<file path="src/rtl/dp_pkg.sv">
// Shared encodings for the multicycle datapath and its control unit.
// Select and op-code enums plus the reset instruction constant.
package dp_pkg;

   typedef enum logic [3:0] {
      ALU_ADD  = 4'd0,
      ALU_SUB  = 4'd1,
      ALU_AND  = 4'd2,
      ALU_OR   = 4'd3,
      ALU_XOR  = 4'd4,
      ALU_SLT  = 4'd5,
      ALU_SLTU = 4'd6,
      ALU_SLL  = 4'd7,
      ALU_SRL  = 4'd8,
      ALU_SRA  = 4'd9
   } alu_op_e;

   typedef enum logic [2:0] {
      IMM_I = 3'd0,
      IMM_S = 3'd1,
      IMM_B = 3'd2,
      IMM_J = 3'd3,
      IMM_U = 3'd4
   } imm_src_e;

   typedef enum logic [1:0] {
      RES_ALUOUT    = 2'd0,
      RES_DATA      = 2'd1,
      RES_ALURESULT = 2'd2,
      RES_IMMEXT    = 2'd3
   } result_src_e;

   typedef enum logic [1:0] {
      SRCA_PC    = 2'd0,
      SRCA_OLDPC = 2'd1,
      SRCA_A     = 2'd2,
      SRCA_ZERO  = 2'd3
   } srca_e;

   typedef enum logic [1:0] {
      SRCB_B    = 2'd0,
      SRCB_IMM  = 2'd1,
      SRCB_FOUR = 2'd2,
      SRCB_ZERO = 2'd3
   } srcb_e;

   // addi x0,x0,0
   localparam logic [31:0] NOP_INSTR_C = 32'h0000_0013;

endpackage

</file>
<file path="src/rtl/dp_alu.sv">
// Combinational XLEN-wide ALU with zero and signed/unsigned less-than flags.
// Shift amount uses only the low log2(XLEN) bits of b.
module dp_alu
   import dp_pkg::*;
#(
   parameter int XLEN = 32
) (
   input  logic [XLEN-1:0] a,
   input  logic [XLEN-1:0] b,
   input  logic [3:0]      op,
   output logic [XLEN-1:0] y,
   output logic            zero,
   output logic            lt,
   output logic            ltu
);

   localparam int SHW = $clog2(XLEN);

   logic [SHW-1:0] shamt;

   assign shamt = b[SHW-1:0];
   assign lt    = $signed(a) < $signed(b);
   assign ltu   = a < b;

   always_comb begin
      y = '0;
      case (op)
         ALU_ADD:  y = a + b;
         ALU_SUB:  y = a - b;
         ALU_AND:  y = a & b;
         ALU_OR:   y = a | b;
         ALU_XOR:  y = a ^ b;
         ALU_SLT:  y = XLEN'(lt);
         ALU_SLTU: y = XLEN'(ltu);
         ALU_SLL:  y = a << shamt;
         ALU_SRL:  y = a >> shamt;
         ALU_SRA:  y = $unsigned($signed(a) >>> shamt);
         default:  y = '0;
      endcase
   end

   assign zero = (y == '0);

endmodule

</file>
<file path="src/rtl/multicycle_datapath.sv">
// Multicycle RISC-V datapath: architectural registers, register file, extender,
// ALU and source/result muxes, sequenced cycle by cycle by an external controller.
module multicycle_datapath
   import dp_pkg::*;
#(
   parameter int              XLEN      = 32,
   parameter logic [XLEN-1:0] RESET_PC  = '0,
   parameter logic [31:0]     NOP_INSTR = NOP_INSTR_C
) (
   input  logic            clk,
   input  logic            reset,
   input  logic            PCWrite,
   input  logic            AdrSrc,
   input  logic            IRWrite,
   input  logic            MemValid,
   input  logic [1:0]      ResultSrc,
   input  logic [1:0]      ALUSrcA,
   input  logic [1:0]      ALUSrcB,
   input  logic [3:0]      ALUControl,
   input  logic [2:0]      ImmSrc,
   input  logic            RegWrite,
   input  logic [XLEN-1:0] ReadData,
   output logic [XLEN-1:0] Adr,
   output logic [XLEN-1:0] WriteData,
   output logic [31:0]     Instr,
   output logic            Zero,
   output logic            LT,
   output logic            LTU
);

   localparam logic [XLEN-1:0] FOUR = XLEN'(4);

   logic [XLEN-1:0] pc, old_pc, data, a_reg, b_reg, alu_out;
   logic [31:0]     instr;
   logic [XLEN-1:0] rf [0:31];

   logic [4:0]        rs1, rs2, rd;
   logic signed [31:0] imm32;
   logic [XLEN-1:0]   imm_ext, src_a, src_b, alu_result, result;

   assign rs1 = instr[19:15];
   assign rs2 = instr[24:20];
   assign rd  = instr[11:7];

   // MemValid qualifies ReadData for the current cycle only: the memory may take
   // any number of cycles, and the controller holds IRWrite until MemValid arrives.
   always_ff @(posedge clk) begin
      if (!reset) begin
         pc      <= RESET_PC;
         old_pc  <= '0;
         instr   <= NOP_INSTR;
         data    <= '0;
         a_reg   <= '0;
         b_reg   <= '0;
         alu_out <= '0;
      end else begin
         if (PCWrite)
            pc <= {result[XLEN-1:1], 1'b0};
         if (IRWrite && MemValid) begin
            instr  <= ReadData[31:0];
            old_pc <= pc;
         end
         if (MemValid)
            data <= ReadData;
         a_reg   <= (rs1 == 5'd0) ? '0 : rf[rs1];
         b_reg   <= (rs2 == 5'd0) ? '0 : rf[rs2];
         alu_out <= alu_result;
      end
   end

   // Reads above see the pre-write value when rd matches rs1/rs2: no bypass.
   always_ff @(posedge clk) begin
      if (!reset) begin
         for (int i = 0; i < 32; i++)
            rf[i] <= '0;
      end else if (RegWrite && (rd != 5'd0)) begin
         rf[rd] <= result;
      end
   end

   always_comb begin
      imm32 = '0;
      case (ImmSrc)
         IMM_I:   imm32 = {{20{instr[31]}}, instr[31:20]};
         IMM_S:   imm32 = {{20{instr[31]}}, instr[31:25], instr[11:7]};
         IMM_B:   imm32 = {{19{instr[31]}}, instr[31], instr[7], instr[30:25], instr[11:8], 1'b0};
         IMM_J:   imm32 = {{11{instr[31]}}, instr[31], instr[19:12], instr[20], instr[30:21], 1'b0};
         IMM_U:   imm32 = {instr[31:12], 12'b0};
         default: imm32 = '0;
      endcase
   end

   // imm32 is signed, so widening to XLEN sign-extends.
   assign imm_ext = XLEN'(imm32);

   always_comb begin
      src_a = '0;
      case (ALUSrcA)
         SRCA_PC:    src_a = pc;
         SRCA_OLDPC: src_a = old_pc;
         SRCA_A:     src_a = a_reg;
         default:    src_a = '0;
      endcase
   end

   always_comb begin
      src_b = '0;
      case (ALUSrcB)
         SRCB_B:    src_b = b_reg;
         SRCB_IMM:  src_b = imm_ext;
         SRCB_FOUR: src_b = FOUR;
         default:   src_b = '0;
      endcase
   end

   dp_alu #(.XLEN(XLEN)) u_alu (
      .a    (src_a),
      .b    (src_b),
      .op   (ALUControl),
      .y    (alu_result),
      .zero (Zero),
      .lt   (LT),
      .ltu  (LTU)
   );

   always_comb begin
      result = '0;
      case (ResultSrc)
         RES_ALUOUT:    result = alu_out;
         RES_DATA:      result = data;
         RES_ALURESULT: result = alu_result;
         default:       result = imm_ext;
      endcase
   end

   assign Adr       = AdrSrc ? result : pc;
   assign WriteData = b_reg;
   assign Instr     = instr;

endmodule

</file>
<file path="config.mk">
export PLATFORM = sky130hd
export DESIGN_NAME = multicycle_datapath
export DESIGN_NICKNAME = d
export VERILOG_FILES = /design/src/rtl/dp_pkg.sv /design/src/rtl/dp_alu.sv /design/src/rtl/multicycle_datapath.sv
export SDC_FILE = /design/constraint.sdc
export NUM_CORES = 2
export LEC_CHECK = 0
export CORE_UTILIZATION = 56
export DETAILED_ROUTE_END_ITERATION = 8
export PLACE_DENSITY = 0.73
export SYNTH_ARGS = -nofsm -noshare
export SYNTH_HDL_FRONTEND = slang
export SYNTH_SLANG_ARGS = --single-unit
</file>
<file path="constraint.sdc">
create_clock -name clk -period 37.1 [get_ports clk]
set_input_delay 11.13 -clock clk [delete_from_list [all_inputs] [get_ports clk]]
set_output_delay 11.13 -clock clk [all_outputs]
set_load 0.02 [all_outputs]
</file>
==> impl_metrics.ini <==
[placed_design]
place_area_um2 = 74650
placed_cells = 7589
place_hpwl_um = 208800
portBuffers = 150
routabilityCongestion = 1.073

[worst_hold_path]
hp-class = flip-flop to flip-flop
whs_endpoint = old_pc[22]
hold_depth = 2
hp-start = old_pc[22]

[logic_synthesis]
synthDistinctLibCells = 106
syn_area_per_cell_um2 = 11.63
synth_flop_cell = edfxtp_1
yosysSeqAreaShare_pct = 49.35
synth-edff-count = 1024
synth_warnings = 0
synth.ff_latch_count = 1246
syn_area_um2 = 71310
synth_cells = 6134
synth_async_sr_flop_share_pct = 0

[setup_path]
critical-path-top-delay-family = compound AO/OA/AOI/OAI gates
ff2ff_path_depth = 16
r2r_start = WriteData[2]
required_ps = 25970
crit_arrival_ps = 19400
path_cells = buf_2, buf_4, inv_1, and2_1, a21o_4, inv_6, ha_1, nor2b_1, o21a_1, nor3_1, o21ai_0, a2111oi_0, o311ai_1, a221oi_1, o211ai_1, mux2i_1, mux2_2, mux2i_1, clkdlybuf4s50_1
crit_fanout = 63
path_depth = 19
r2r_slack_ps = 29350
slowest_stage = mux2_2
crit_top_cell = mux2i_1
crit_type = input port to output port
max_stage_delay_ps = 970
timing.rr.end = rf[6][6]
path_buf_inv = 5
cp-start-kind = input port
cp-end-kind = output port

[pwr]
power_w = 0.003583
p_leak_nw = 27.32
p_per_area_nw_per_um2 = 45.27
peakVddDrop_uv = 53.39

[detailed_routing]
drt_first_iter_violations = 10400
wirelength_um = 322700
wl_per_cell_um = 41.14
final_antenna_net_count = 0
drc = 0
via_per_inst = 7.524
vias = 59020
first_pass_iters = 8

[global_route]
antenna_found_initial = 23
grt_pass1_vias = 56300
grt.overflow.total = 0
grt_max_degree = 110
grt_use_total_pct = 49.64
grt_pass1_wl_um = 442300

[floorplan]
start_util_pct = 56.64
core-area_um2 = 125900
rows = 130
die_area_um2 = 128800
die-width_um = 358.9
io_pins = 151
die_h_um = 358.9

[finish]
final_area_um2 = 79140
fin_cells = 7844
largest_register = rf
final_cell_mix = 1269 x nor2_1, 1024 x edfxtp_1, 493 x mux4_2
largest_reg_flops = 1024
drive_gt1_share_pct = 19.01
fin_nets = 6230
syn_to_final_growth_pct = 10.98
layout_commonest_cell = nor2_1

[timing]
hold_slack_ps = 455.6
drv_slew = 1
clock_skew_ps = 62.70
period_share_pct = 82.30
finalSetupViolCount = 0
tightest_slew_ps = 1560
tns_ps = 0
min_period_ps = 30530
finalHoldViolCount = 0
rsz0062_at_grt = false
fmax_ghz = 0.03275
slew_headroom_pct = -3.999

[clock_network]
ctsResizeCount = 0
cts_tree = built
hold_buffers = 0
htree_levels = 4
clock_path_buffers = 3
post_cts_buffers = 0
cts_root_buffer = clkbuf_16
clk_pin_slew_ps = 60
cts_made_buffers = 135
cts_sinks = 1246
clk_latency_ps = 830

[outcome]
outcome = complete, but fails checks
violations = max-slew violations

[run]
drv_cap = 0
-- worst reg2reg max path, delay by kind of cell (launching register included) --
family	cells	cell delay (ps)
buf+inv	1	310
simple gates	5	1520
mux	2	1760
compound gates	7	2630
flops	1	660
fa+ha+maj	1	600
-- stage by stage --
stage               setup WS, ps  util, %
floorplan                   9728        -
global route                6521    62.85
finish                      6565    62.87
detailed placement          6993    59.30
global placement            6984    59.30
CTS                         6967    62.83
-- area by class of cell --
type	count	area, um^2
Sequential cell	1246	35230
Clock buffer	189	3774
Clock inverter	57	670.6
Inverter	139	536.8
Tap cell	1650	2064
Fill cell	9655	46750
Multi-Input combinational cell	4181	33640
Timing Repair Buffer	374	3206
Antenna cell	8	20.02
-- where the power goes --
part / switching, W / internal, W / leakage (nW)
registers: 0.0000451 / 0.00156 / 12.4
logic: 0.000414 / 0.000189 / 12.8
clock network: 0.000602 / 0.000769 / 2.16
-- metal layers --
metal  track usage (%)  wire, um  vias up
met5                 0       103        -
met4             43.14     34420       14
met3             14.42     44760     1361
met2             73.10    139800     5627
met1             60.01    103700    29020
li1                  -         -    23000
-- logic make-up after synthesis --
family / synth area share (%)
DFF: 49.35
and+or+nand+nor: 11.91
other: 0.005258
adders and majority gates: 1.793
AOI/OAI and AO/OA: 10.08
xor gates and xnor gates: 0.1860
buffers and inverters: 4.239
muxes: 22.43
-- worst max-delay path by stage --
stage | from | to
final | ALUSrcB[0] | Adr[6]
after global placement | ImmSrc[2] | Adr[6]
after global routing | ImmSrc[1] | Adr[27]
after CTS | ImmSrc[2] | Adr[6]
after floorplan | ALUSrcB[0] | Adr[22]
after detailed placement | ImmSrc[2] | Adr[6]
-- synthesized netlist by cell type (28+ instances only) --
cell	instances	area share (%)
a211o_1	28	0.34
nor4_1	39	0.34
a221oi_1	52	0.64
a21oi_1	295	2.1
a211oi_1	126	1.3
ha_1	99	1.7
o221ai_1	54	0.66
inv_1	133	0.70
nor2_1	1270	6.7
or3_1	42	0.37
o21ai_0	121	0.85
nand2b_1	31	0.27
edfxtp_1	1024	43
nand3_1	42	0.29
clkbuf_1	410	2.2
nor2b_1	29	0.25
nor3_1	95	0.67
mux2_2	106	1.7
o211ai_1	49	0.52
buf_2	80	0.56
buf_1	85	0.45
and2_1	31	0.27
o22ai_1	78	0.68
dfxtp_1	222	6.2
nand2_1	334	1.8
mux4_2	493	16
mux2i_1	363	5.1
(Power assumes the default switching activity.)
